[src/rtl/mem_model_pkg.sv]
// Shared definitions for the bus memory model.
//   ch_state_e    : per-channel latency FSM state
//   DEF_IDLE_WORD : default data-port word at reset / on bad reads (all ones)
//   DEF_NOP_WORD  : default program-port word at reset / on bad fetches (zero)
//   lat_cnt_w()   : width of the wait-state counter for a given read latency
package mem_model_pkg;

    typedef enum logic [1:0] {
        IDLE = 2'd0,
        WAIT = 2'd1,
        RESP = 2'd2
    } ch_state_e;

    // Wide enough for any practical DATA_W; the top slices to size.
    localparam logic [63:0] DEF_IDLE_WORD = '1;
    localparam logic [63:0] DEF_NOP_WORD  = '0;

    // The counter holds RD_LAT-2 down to 0, so it needs clog2(RD_LAT-1) bits,
    // never fewer than one.
    function automatic int lat_cnt_w(input int rd_lat);
        return (rd_lat <= 2) ? 1 : $clog2(rd_lat - 1);
    endfunction

endpackage

[src/rtl/mem_lat_channel.sv]
// One bus channel: request/Ready handshake, wait-state FSM, address latch,
// range/alignment check and the registered output word.
// The memory array lives in the parent; this block supplies the read index
// and consumes the parent's registered read data.
//   clk, rst_n : clock, asynchronous active-low reset
//   req        : request strobe (CS / CS_P)
//   req_en     : gate on acceptance (program port is blocked during preload)
//   addr       : byte address of the request
//   we         : 1 = write (no output-word update), 0 = read
//   rd_word    : parent's registered read of mem[mem_idx]
//   accept     : request accepted at this edge
//   addr_bad   : live address is out of range or misaligned
//   mem_idx    : read/write word index presented to the parent's memory
//   bus_word   : output word, held between accesses
//   ready      : one-cycle completion pulse
module mem_lat_channel
    import mem_model_pkg::*;
#(
    parameter int              DEPTH    = 1024,
    parameter int              DATA_W   = 32,
    parameter int              ADDR_W   = 32,
    parameter int              RD_LAT   = 1,
    parameter logic [DATA_W-1:0] OOR_WORD = '0,
    localparam int             IDX_W    = $clog2(DEPTH)
) (
    input  logic              clk,
    input  logic              rst_n,
    input  logic              req,
    input  logic              req_en,
    input  logic [ADDR_W-1:0] addr,
    input  logic              we,
    input  logic [DATA_W-1:0] rd_word,
    output logic              accept,
    output logic              addr_bad,
    output logic [IDX_W-1:0]  mem_idx,
    output logic [DATA_W-1:0] bus_word,
    output logic              ready
);

    localparam int CNT_W      = lat_cnt_w(RD_LAT);
    localparam int CNT_INIT_I = (RD_LAT >= 2) ? RD_LAT - 2 : 0;
    localparam logic [CNT_W-1:0] CNT_INIT = CNT_INIT_I[CNT_W-1:0];

    ch_state_e         state_reg, state_next;
    logic [CNT_W-1:0]  cnt_reg, cnt_next;
    logic [IDX_W-1:0]  idx_reg;
    logic              we_reg;
    logic              bad_reg;
    logic              ready_reg;
    logic [DATA_W-1:0] word_reg;

    logic [IDX_W-1:0]  live_idx;
    logic              live_bad;

    assign live_idx = addr[IDX_W+1:2];
    assign live_bad = (|addr[ADDR_W-1:IDX_W+2]) | (|addr[1:0]);

    // State register plus the request latch.
    always_ff @(posedge clk or negedge rst_n) begin
        if (!rst_n) begin
            state_reg <= IDLE;
            cnt_reg   <= '0;
            idx_reg   <= '0;
            we_reg    <= 1'b0;
            bad_reg   <= 1'b0;
        end else begin
            state_reg <= state_next;
            cnt_reg   <= cnt_next;
            if (accept) begin
                idx_reg <= live_idx;
                we_reg  <= we;
                bad_reg <= live_bad;
            end
        end
    end

    // Next-state logic. WAIT tests the counter before decrementing so that
    // the Ready edge lands exactly RD_LAT edges after acceptance.
    always_comb begin
        state_next = state_reg;
        cnt_next   = cnt_reg;
        case (state_reg)
            IDLE: begin
                if (accept) begin
                    if (RD_LAT == 1) begin
                        state_next = RESP;
                    end else begin
                        state_next = WAIT;
                        cnt_next   = CNT_INIT;
                    end
                end
            end
            WAIT: begin
                if (cnt_reg == '0) begin
                    state_next = RESP;
                end else begin
                    cnt_next = cnt_reg - 1'b1;
                end
            end
            RESP:    state_next = IDLE;
            default: state_next = IDLE;
        endcase
    end

    // Combinational outputs. While idle the memory sees the live address so
    // that a write commits at the accepting edge and, for RD_LAT=1, the read
    // is already in flight on that same edge.
    always_comb begin
        accept   = (state_reg == IDLE) && req && req_en;
        addr_bad = live_bad;
        mem_idx  = (state_reg == IDLE) ? live_idx : idx_reg;
    end

    // Registered outputs: updated on the edge that leaves RESP. rd_word was
    // captured on the edge entering RESP, so it reflects any preload or
    // write made while the access was waiting.
    always_ff @(posedge clk or negedge rst_n) begin
        if (!rst_n) begin
            ready_reg <= 1'b0;
            word_reg  <= OOR_WORD;
        end else begin
            ready_reg <= (state_reg == RESP);
            if ((state_reg == RESP) && !we_reg) begin
                word_reg <= bad_reg ? OOR_WORD : rd_word;
            end
        end
    end

    assign ready    = ready_reg;
    assign bus_word = word_reg;

endmodule

[config.mk]
export PLATFORM = sky130hd
export DESIGN_NAME = mem_lat_channel
export DESIGN_NICKNAME = d
export VERILOG_FILES = /design/src/rtl/mem_model_pkg.sv /design/src/rtl/mem_lat_channel.sv
export SDC_FILE = /design/constraint.sdc
export NUM_CORES = 1
export LEC_CHECK = 0
export ABC_AREA = 1
export CORE_ASPECT_RATIO = 0.7
export CORE_MARGIN = 2
export CORE_UTILIZATION = 38
export CTS_BUF_LIST = sky130_fd_sc_hd__clkbuf_16
export DETAILED_ROUTE_END_ITERATION = 10
export PLACE_DENSITY = 0.88
export SLEW_MARGIN = 0
export SYNTH_ARGS = -nofsm -noshare
export SYNTH_HDL_FRONTEND = slang
export SYNTH_SLANG_ARGS = --single-unit
[constraint.sdc]
create_clock -name clk -period 2.59 [get_ports clk]
set_input_delay 0.518 -clock clk [delete_from_list [all_inputs] [get_ports clk]]
set_output_delay 0.518 -clock clk [all_outputs]
set_load 0.01 [all_outputs]
# After elaboration in Yosys (flattened, before gate mapping)

Index checks and enable logic that the tools add are counted.

Add/subtract/negate cells: 1
Eq/ne operators: 4
Multiplexer cells: 6
Bitwise gates (word level): 1
Reduce and logical (&&, ||, !) cells: 8

Operators by type and width:

| operator            | count |
|---|---|
| $mux 32             | 1 |
| $reduce_or 20->1    | 1 |
| $mux 10             | 1 |
| $mux 2              | 2 |
| $ne 2x2->1 const B  | 2 |
| $pmux 2 s2          | 1 |
| $logic_and 1x1->1   | 3 |
| $eq 2x1->1 const B  | 1 |
| $eq 2x2->1 const B  | 1 |
| $logic_not 2->1     | 1 |
| $reduce_and 2->1    | 1 |
| $reduce_or 2->1     | 1 |
| $logic_not 1->1     | 1 |
| $mux 1              | 1 |
| $or 1x1->1          | 1 |
| $sub 1x1->1 const B | 1 |

Register bits after elaboration: 48
Output and inout bits: 45

# Logic depth before layout (Yosys ltp)

Depth after elaboration: 5
Gate-level depth with buffers: 6
Depth with buffers taken out: 6

# Worst setup path before layout

Ideal clock, no wire load.

Kind: input to output
Start: input port addr[13]
End: output port addr_bad
Arrival: 1,025 ps
Data required time: 2,072 ps
Slack: 1,047 ps
Stages on the path: 3
Path buffers: 0
Cell sequence: or2_2 > nor2_1 > nand3_1

Longest elaborated chain between the ends: 2

Ends and longest elaborated chain:

| what               | line                  | RTL |
|---|---|---|
| start: declaration | mem_lat_channel.sv:30 | `input logic [ADDR_W-1:0] addr,` |
| $reduce_or 20->1   | mem_lat_channel.sv:56 | `assign live_bad = (\|addr[ADDR_W-1:IDX_W+2]) \| (\|addr[1:0]);` |
| $or 1x1->1         | mem_lat_channel.sv:56 |  |
| end: declaration   | mem_lat_channel.sv:34 | `output logic addr_bad,` |

Every way passes these cells.

# Worst setup path after layout

Ends and elaborated chain as after synthesis.

==> results.toml <==
[pwr]
max-vdd-ir-drop_uv = 353
p_leak_uw = 0.00152
powerDensity_nw_per_um2 = 665

[detailed_routing]
vias = 2010
drt_first_pass_iters = 4
routed_wl_um = 5490
viasPerCell = 4.80
drt_iter0_markers = 78
route.detailed.drc = 0
ant_nets = 0
avgRoutedWirePerCell_um = 13.1

[timing]
setup_viol = 0
slew_violations = 0
tns_ns = 0
finalHoldViolations = 0
slew_headroom = 0.312
max_slew.worst_pin.slew_ns = 1.03
finClkSkew_ns = 0.00220
fmax_mhz = 409
final.setup.worst_slack_ns = 0.146
rsz0062_at_grt = "no"
post-route-period-util = 0.944
fin_crit_ns = 2.44

[cells_and_area]
mostFrequentLayoutCells = "clkdlybuf4s50_1 (112), nand2_1 (63), dfrtp_1 (46)"
fillCellCount = 441
synthToLayoutAreaGrowth_pct = 62.3
finalInstanceArea_um2 = 3320
multi_input_area_um2 = 746
final_net_count = 417
seq_area_um2 = 1150
antenna_cells = 0
drive_above_1_share = 0.0403
mostFrequentLayoutCell = "clkdlybuf4s50_1"
largest_register_ffs = 32

[global_route]
grt-ovfl-total = 0
use_met2 = 0.298
busiest_layer = "met2"
antenna_found_initial = 0
grt_max_degree = 47
met3_usage = 0.0608
grt_pass1_vias = 1960
grt_use_met1 = 0.262
grtUsageTotal = 0.193
grt_pass1_wl_um = 9240

[clock_tree]
clockRootBuffer = "clkbuf_16"
htree_levels = 2
ctsResizeCount = 0
cts_inserted_buffers = 5
cts.clk_slew.worst_paths_ns = 0.05
cts_buffer_depth = 2
post_cts_buffers = 0
clk_latency_ns = 0.27
cts_hold_buffers = 0
cts_tree = "done"
numClockSinks = 46

[floorplan]
die-width_um = 91.8
pin_count = 114
core-area_um2 = 5230
die_y_um = 65.4
row_count = 22
start_util = 0.392
die_area_um2 = 6000

[job]
drv_cap = 0

[yosys]
synthTopCellsByArea = "dfrtp_1 (56%), nand2_1 (12%), o21ai_0 (11%)"
synth_seq_cells = 46
synth_top_area_cell = "dfrtp_1"
synth_cells = 240
syn_nets = 309
synth_seq_area_share = 0.562
syn_area_um2 = 2050
yosys_warnings = 0
yosysUniqueCellTypes = 15
synth_area_per_cell_um2 = 8.53
yosysTopAreaCellShare = 0.562

[outcome]
run_status = "finished, final reports clean"

[place]
preCtsSetupSlack_ns = 0.153
place.gp.congestion = 0.734
postPlaceCellArea_um2 = 3200
hpwlAfterDp_um = 3870
io_buffers = 113

[setup_path]
arrival_ns = 1.93
worst_setup_path_start_kind = "primary input"
cp.required_ns = 2.07
worst-path-max-fanout = 2
criticalPathCategory = "in2out"
endpoint_kind = "primary output"

[min_path]
hold_class = "in2async"
## through the flow
step | total power (µW) | hold slack, ns | utilization | cells
2_1_floorplan | 1210 | 0.222 | - | 240
3_3_place_gp | 1630 | 0.464 | 0.611 | 413
3_5_place_dp | 1650 | 0.470 | 0.611 | 413
4_1_cts | 2240 | 0.345 | 0.636 | 419
5_1_grt | 2350 | 0.385 | 0.636 | 419
6_report | 2210 | 0.328 | 0.636 | 419
## report_power, final
group	leakage, µW	switching [µW]	total (µW)	internal, µW
Sequential	0.000586	83.3	950	867
Combinational	0.000868	298	686	388
Clock	0.0000632	232	575	343
## cell families after synthesis
| kind of cell | Yosys count | synth area share |
|---|---|---|
| compound gates | 52 | 0.127 |
| buf+inv | 30 | 0.0739 |
| flops | 46 | 0.562 |
| simple gates | 112 | 0.237 |
## area by class of cell
type | count | area share
tap | 72 | 0.0271
timing repair buffer | 117 | 0.348
sequential | 46 | 0.346
clock inverter | 1 | 0.00113
clock buffer | 5 | 0.0376
inverter | 14 | 0.0158
multi-input combinational | 164 | 0.224
## Yosys cell counts
| cell type | n |
|---|---|
| nand2_1 | 63 |
| dfrtp_1 | 46 |
| o21ai_0 | 45 |
| nand3_1 | 33 |
| inv_1 | 13 |
| nor2_1 | 13 |
| o21ai_1 | 7 |
| buf_2 | 5 |
| clkbuf_1 | 5 |
| buf_6 | 4 |
| clkbuf_2 | 2 |
| inv_2 | 1 |
| nand3_4 | 1 |
| nor2_4 | 1 |
| or2_2 | 1 |
## metal layers
| metal | vias to the layer above | part of all wire |
|---|---|---|
| met5 | - | 0 |
| met4 | 0 | 0.014 |
| met3 | 8 | 0.079 |
| met2 | 79 | 0.43 |
| met1 | 924 | 0.48 |
| li1 | 999 | - |
## worst max-delay path: stages
cell and delay [ns]:
clkdlybuf4s50_1 0.42, or2_2 0.30, nor2_1 0.11, nand3_1 0.10
clkdlybuf4s50_1 0.48
## worst paths after layout
path,startpoint,endpoint,slack (ns),cells after the start
max,addr[13],addr_bad,0.15,5
min,rst_n,bus_word[0],0.33,2
max reg2reg,state_reg[1],bus_word[2],0.58,5
min reg2reg,bad_reg,bad_reg,0.48,2
max in group asynchronous,rst_n,bus_word[19],1.88,2
min in group clk,bad_reg,bad_reg,0.48,2
(Power assumes the default switching activity.)
